## src/rtl/s_axil_register.sv

```systemverilog
// -----------------------------------------------------------------------------
// s_axil_register
//   AXI4-Lite slave exposing NUM_REG memory-mapped registers of
//   S_AXI_DATA_WIDTH bits each. Writes honour byte strobes; reads are
//   single-beat. AW and W are accepted independently, in either order, and
//   at most one write and one read are in flight at any time.
//
// Ports
//   ACLK                 clock, all logic on the rising edge
//   ARESET               asynchronous active-low reset
//   AWADDR/AWVALID/AWREADY   write address channel
//   WDATA/WSTRB/WVALID/WREADY write data channel
//   BRESP/BVALID/BREADY  write response channel (OKAY or SLVERR)
//   ARADDR/ARVALID/ARREADY   read address channel
//   RDATA/RRESP/RVALID/RREADY read data channel
//
// Every READY is a function of registered state only, so there is no
// combinational path from any VALID to any READY.
// -----------------------------------------------------------------------------
module s_axil_register #(
  parameter int S_AXI_DATA_WIDTH = 32,
  parameter int S_AXI_ADDR_WIDTH = 32,
  parameter int NUM_REG          = 16
) (
  input  logic                          ACLK,
  input  logic                          ARESET,
  input  logic [S_AXI_ADDR_WIDTH-1:0]   AWADDR,
  input  logic                          AWVALID,
  output logic                          AWREADY,
  input  logic [S_AXI_DATA_WIDTH-1:0]   WDATA,
  input  logic [S_AXI_DATA_WIDTH/8-1:0] WSTRB,
  input  logic                          WVALID,
  output logic                          WREADY,
  output logic [1:0]                    BRESP,
  output logic                          BVALID,
  input  logic                          BREADY,
  input  logic [S_AXI_ADDR_WIDTH-1:0]   ARADDR,
  input  logic                          ARVALID,
  output logic                          ARREADY,
  output logic [S_AXI_DATA_WIDTH-1:0]   RDATA,
  output logic [1:0]                    RRESP,
  output logic                          RVALID,
  input  logic                          RREADY
);

  localparam int STRB_W   = S_AXI_DATA_WIDTH / 8;
  localparam int ADDR_LSB = $clog2(STRB_W);
  localparam int IDX_W    = $clog2(NUM_REG);

  // First byte address past the register window, one bit wider than the
  // address so the compare cannot wrap.
  localparam logic [S_AXI_ADDR_WIDTH:0] ADDR_LIMIT =
    (S_AXI_ADDR_WIDTH+1)'(NUM_REG * STRB_W);

  localparam logic [1:0] RESP_OKAY   = 2'b00;
  localparam logic [1:0] RESP_SLVERR = 2'b10;

  // True when a byte address falls inside the register window.
  function automatic logic addr_in_range(input logic [S_AXI_ADDR_WIDTH-1:0] addr);
    return ({1'b0, addr} < ADDR_LIMIT);
  endfunction

  // Merge new data into an old word under a byte-enable mask.
  function automatic logic [S_AXI_DATA_WIDTH-1:0] apply_strobe(
    input logic [S_AXI_DATA_WIDTH-1:0] old_v,
    input logic [S_AXI_DATA_WIDTH-1:0] new_v,
    input logic [STRB_W-1:0]           strb
  );
    logic [S_AXI_DATA_WIDTH-1:0] res;
    res = old_v;
    for (int k = 0; k < STRB_W; k++) begin
      if (strb[k]) begin
        res[8*k +: 8] = new_v[8*k +: 8];
      end else begin
        res[8*k +: 8] = old_v[8*k +: 8];
      end
    end
    return res;
  endfunction

  // Register storage and write/read channel state.
  logic [S_AXI_DATA_WIDTH-1:0] regs_r [NUM_REG];

  logic                        rst_done_r;
  logic                        aw_full_r;
  logic                        w_full_r;
  logic [S_AXI_ADDR_WIDTH-1:0] awaddr_r;
  logic [S_AXI_DATA_WIDTH-1:0] wdata_r;
  logic [STRB_W-1:0]           wstrb_r;
  logic                        bvalid_r;
  logic [1:0]                  bresp_r;
  logic                        rvalid_r;
  logic [1:0]                  rresp_r;
  logic [S_AXI_DATA_WIDTH-1:0] rdata_r;

  logic                        awready_s;
  logic                        wready_s;
  logic                        arready_s;
  logic                        aw_hs_s;
  logic                        w_hs_s;
  logic                        ar_hs_s;
  logic                        commit_s;
  logic                        waddr_ok_s;
  logic                        raddr_ok_s;
  logic [IDX_W-1:0]            widx_s;
  logic [IDX_W-1:0]            ridx_s;

  // A channel stops accepting while its slot is full or a response waits.
  assign awready_s = rst_done_r & ~aw_full_r & ~bvalid_r;
  assign wready_s  = rst_done_r & ~w_full_r  & ~bvalid_r;
  assign arready_s = rst_done_r & ~rvalid_r;

  assign aw_hs_s  = AWVALID & awready_s;
  assign w_hs_s   = WVALID  & wready_s;
  assign ar_hs_s  = ARVALID & arready_s;
  assign commit_s = aw_full_r & w_full_r & ~bvalid_r;

  assign widx_s     = awaddr_r[ADDR_LSB +: IDX_W];
  assign ridx_s     = ARADDR[ADDR_LSB +: IDX_W];
  assign waddr_ok_s = addr_in_range(awaddr_r);
  assign raddr_ok_s = addr_in_range(ARADDR);

  // Reset-done flag: holds every READY low for the first cycle after release.
  always_ff @(posedge ACLK or negedge ARESET) begin
    if (!ARESET) begin
      rst_done_r <= 1'b0;
    end else begin
      rst_done_r <= 1'b1;
    end
  end

  // Write path: capture AW and W independently, commit once both are held.
  always_ff @(posedge ACLK or negedge ARESET) begin
    if (!ARESET) begin
      aw_full_r <= 1'b0;
      w_full_r  <= 1'b0;
      awaddr_r  <= '0;
      wdata_r   <= '0;
      wstrb_r   <= '0;
      bvalid_r  <= 1'b0;
      bresp_r   <= 2'b00;
    end else begin
      if (aw_hs_s) begin
        aw_full_r <= 1'b1;
        awaddr_r  <= AWADDR;
      end
      if (w_hs_s) begin
        w_full_r <= 1'b1;
        wdata_r  <= WDATA;
        wstrb_r  <= WSTRB;
      end
      // Handshakes and commit are mutually exclusive: a handshake needs its
      // slot empty, commit needs both slots full.
      if (commit_s) begin
        aw_full_r <= 1'b0;
        w_full_r  <= 1'b0;
        bvalid_r  <= 1'b1;
        bresp_r   <= waddr_ok_s ? RESP_OKAY : RESP_SLVERR;
      end else if (bvalid_r && BREADY) begin
        bvalid_r <= 1'b0;
      end
    end
  end

  // Register array update on commit; out-of-range commits leave it untouched.
  always_ff @(posedge ACLK or negedge ARESET) begin
    if (!ARESET) begin
      for (int i = 0; i < NUM_REG; i++) begin
        regs_r[i] <= '0;
      end
    end else if (commit_s && waddr_ok_s) begin
      regs_r[widx_s] <= apply_strobe(regs_r[widx_s], wdata_r, wstrb_r);
    end
  end

  // Read path: sample the array at the AR handshake. Because the array
  // updates with non-blocking assignment, a read on the commit edge returns
  // the pre-commit value. RDATA keeps its value after the R handshake.
  always_ff @(posedge ACLK or negedge ARESET) begin
    if (!ARESET) begin
      rvalid_r <= 1'b0;
      rresp_r  <= 2'b00;
      rdata_r  <= '0;
    end else if (ar_hs_s) begin
      rvalid_r <= 1'b1;
      rresp_r  <= raddr_ok_s ? RESP_OKAY : RESP_SLVERR;
      rdata_r  <= raddr_ok_s ? regs_r[ridx_s] : '0;
    end else if (rvalid_r && RREADY) begin
      rvalid_r <= 1'b0;
    end
  end

  assign AWREADY = awready_s;
  assign WREADY  = wready_s;
  assign ARREADY = arready_s;
  assign BVALID  = bvalid_r;
  assign BRESP   = bresp_r;
  assign RVALID  = rvalid_r;
  assign RRESP   = rresp_r;
  assign RDATA   = rdata_r;

endmodule

```

## config.mk

```make
export PLATFORM = sky130hd
export DESIGN_NAME = s_axil_register
export DESIGN_NICKNAME = d
export VERILOG_FILES = /design/src/rtl/s_axil_register.sv
export SDC_FILE = /design/constraint.sdc
export NUM_CORES = 1
export LEC_CHECK = 0
export ABC_AREA = 0
export CAP_MARGIN = 10
export CORE_UTILIZATION = 30
export DETAILED_ROUTE_END_ITERATION = 12
export MAX_ROUTING_LAYER = met4
export SETUP_SLACK_MARGIN = 0.3
export SKIP_LAST_GASP = 1
export SLEW_MARGIN = 30
export SYNTH_ARGS = -nofsm -noshare
export SYNTH_HDL_FRONTEND = slang
export SYNTH_SLANG_ARGS = --single-unit
```

## constraint.sdc

```tcl
create_clock -name ACLK -period 3.2 [get_ports ACLK]
set_input_delay 0.64 -clock ACLK [delete_from_list [all_inputs] [get_ports ACLK]]
set_output_delay 0.64 -clock ACLK [all_outputs]
set_load 0.01 [all_outputs]
```

==> results.sh <==
export IMPL_crit_path_start_kind="flip-flop"
export IMPL_final_nets=2970
export IMPL_drc=0
export IMPL_r2r_cells=6
export IMPL_async_flop_share_pct=100.0
export IMPL_final_core_util_pct=36.09
export IMPL_dr_total_vias=24388
export IMPL_yosys_warnings=0
export IMPL_ys_flop_type="dfrtp_1"
export IMPL_holdPathEnd="RRESP[1]"
export IMPL_max_freq_mhz=373.5
export IMPL_ctsRootBufferMaster="clkbuf_16"
export IMPL_critical_path_max_fanout=24
export IMPL_postCtsSetupBuffers=0
export IMPL_drt_iter0_markers=2607
export IMPL_synth_distinct_cells=44
export IMPL_rows=120
export IMPL_fin_tns_setup_ns=0
export IMPL_vias_per_cell=5.644
export IMPL_totalWireLength_um=106300
export IMPL_synth_most_common_cell="dfrtp_1"
export IMPL_worstHoldStart="RRESP[1]"
export IMPL_cts_max_level=3
export IMPL_period_share_pct=83.66
export IMPL_crit_type="flip-flop to flip-flop"
export IMPL_skew_ns=0.03380
export IMPL_grt_first_pass_wirelength_um=160400
export IMPL_port_buffers=141
export IMPL_seq_area_mm2=0.01545
export IMPL_rr_endpoint="regs_r[479]"
export IMPL_critPathSlowestCell="or4_4"
export IMPL_grt_usage_pct=19.73
export IMPL_cts_sinks=617
export IMPL_die_h_um=332.5
export IMPL_postRouteAntennaNets=0
export IMPL_synth_area_per_cell_um2=11.90
export IMPL_drive_gt1_share_pct=24.03
export IMPL_r2r_slack_ns=0.52
export IMPL_cpPeakStageDelay_ns=0.57
export IMPL_grt_start_max_net_pins=84
export IMPL_core_mm2=0.1077
export IMPL_routabilityCongestion=0.8031
export IMPL_finalHoldViolations=0
export IMPL_p_per_area_mw_per_mm2=649.0
export IMPL_crit_required_ns=3.74
export IMPL_yosysTopAreaCell="dfrtp_1"
export IMPL_drv_cap=0
export IMPL_multi_input_area_mm2=0.01592
export IMPL_clockBufferDepth=3
export IMPL_antenna_found_initial=1
export IMPL_die_w_um=332.5
export IMPL_clk_latency_ns=0.63
export IMPL_ios=148
export IMPL_power_total_mw=25.21
export IMPL_fillers=10403
export IMPL_post_route_min_period_ns=2.677
export IMPL_hold_depth=2
export IMPL_area_delta_synth_final_pct=18.54
export IMPL_cp_cell_sequence="or4_4, nor2_8, nand3_1, or3_2, buf_4, o31ai_1"
export IMPL_cts_buffers=69
export IMPL_yosys_top_cells_count="dfrtp_1, nand2_1, o31ai_1"
export IMPL_syn_cell_area_mm2=0.03278
export IMPL_ys_top_cells_by_area="dfrtp_1, mux4_2, o31ai_1, nand2_1, mux2i_1"
export IMPL_hpwlAfterDp_um=62890
export IMPL_synth_edff_count=0
export IMPL_status="complete, no violations"
export IMPL_synth_cells=2754
export IMPL_synth_top_area_share_pct=47.11
export IMPL_critPathCaptureType="flip-flop"
export IMPL_cts_tree="built"
export IMPL_gr_total_overflow=0
export IMPL_p_leak_nw=16.03
export IMPL_slew_limit_headroom_pct=30.91
export IMPL_wl_per_cell_um=24.61
export IMPL_whs_ns=0.4907
export IMPL_cts_clk_slew_worst_paths_ns=0.06
export IMPL_first_global_vias=24651
export IMPL_ys_ff_latch=617
export IMPL_rsz0062_at_grt="no"
export IMPL_initial_utilization_pct=30.45
export IMPL_max_vdd_ir_drop_v=0.0005528
export IMPL_setup_viol=0
export IMPL_drt_pre_antenna_iters=6
export IMPL_tightest_slew_ns=1.036
export IMPL_critPathArrivalTime_ns=3.22
export IMPL_reg2reg_from="awaddr_r[19]"
export IMPL_hold_path_class="flip-flop to flip-flop"
export IMPL_ctsResizeCount=0
export IMPL_maxSlewViolCount=0
export IMPL_die_area_mm2=0.1106
export IMPL_synth_seq_area_share_pct=47.11
-- per-stage QoR --
stage / instances / setup WS (ns) / cell area, um2
after floorplan: 2755 / 0.7418 / 32780
after global placement: 4194 / 0.2963 / 36540
after detailed placement: 4194 / 0.2939 / 36540
after CTS: 4320 / 0.5188 / 38850
after global routing: 4321 / 0.3991 / 38850
final: 4321 / 0.5229 / 38850
-- routing by layer --
layer  global-route usage [%]  vias to the layer above  part of all wire [%]
met4                    6.610                        0                   3.4
met2                    30.88                     1006                    48
met3                    3.930                      243                   7.6
met5                        -                        -                     0
li1                         -                    10709                     -
met1                    25.50                    12430                    41
-- worst max-delay path, delay by kind of cell, from the launching register on --
kind	cells	cell delay, ns
simple gates	4	1.59
compound gates	1	0.29
buf+inv	1	0.33
flops	1	0.37
-- placed cells by master, fill, tap and decap left out, types with 3 or more instances in the layout --
cell and n:
a2111oi_4 13, o22ai_1 64, inv_6 4, a22oi_1 64, clkinvlp_4 4, dfrtp_1 614, o31ai_1 452, a22o_1 32
o21ai_0 3, or4_4 3, nand4_1 7, o31ai_4 4, clkbuf_8 15, clkbuf_1 21, nor2_1 42, mux2_2 64
nand4_4 10, buf_12 33, mux4_2 192, nand2b_1 4, conb_1 3, clkdlybuf4s50_1 138, o31ai_2 56, inv_1 3
nand3_2 4, nor4_4 22, buf_4 176, nand2_1 554, nor4_1 8, bufinv_16 4, clkbuf_16 71, nor2b_1 35
mux2i_1 160, clkinv_2 4
-- flip-flops by register name (all words and copies together), names as in the netlist --
signal,cells
BVALID,1
wstrb_r,4
rst_done_r,1
wdata_r,32
regs_r,512
RRESP,1
RVALID,1
awaddr_r,30
RDATA,32
w_full_r,1
BRESP,1
aw_full_r,1
-- logic make-up after synthesis --
logic type | after synthesis | synth area share [%]
AND/OR/NAND/NOR | 710 | 10.48
flip-flops | 617 | 47.11
multiplexers | 416 | 20.28
other | 2 | 0.02291
AO/OA/AOI/OAI | 691 | 17.49
buffers and inverters | 318 | 4.619
-- worst max path at each step --
stage          slack [ns]         start          end  cells past startpoint
6_report             0.52  awaddr_r[19]  regs_r[479]                      6
4_1_cts              0.52  awaddr_r[19]  regs_r[479]                      6
3_3_place_gp         0.30     ARADDR[5]     RDATA[7]                      6
3_5_place_dp         0.29     ARADDR[5]     RDATA[7]                      6
5_1_grt              0.40   awaddr_r[3]  regs_r[338]                      6
2_1_floorplan        0.74     ARADDR[2]    RDATA[10]                      6
-- repair_timing --
item / in CTS / in global routing
hold buffers: 1 / 0
endpoints found under the hold margin: 27 / 0
setup endpoints to repair: 0 / 0
-- where the power goes --
group,switching [mW],total (mW),internal (mW)
logic,5.20,8.21,3.01
clock network,3.35,8.14,4.78
registers,0.608,8.86,8.26
-- layout make-up --
type	instances	share of cell area (%)
Antenna cell	1	0.006441
Clock buffer	107	5.307
Clock inverter	18	0.6119
Inverter	4	0.03864
Multi-Input combinational cell	1820	40.97
Sequential cell	617	39.76
Tap cell	1403	4.518
Timing Repair Buffer	351	8.788
Note: power is estimated with default switching activity, not from simulation.
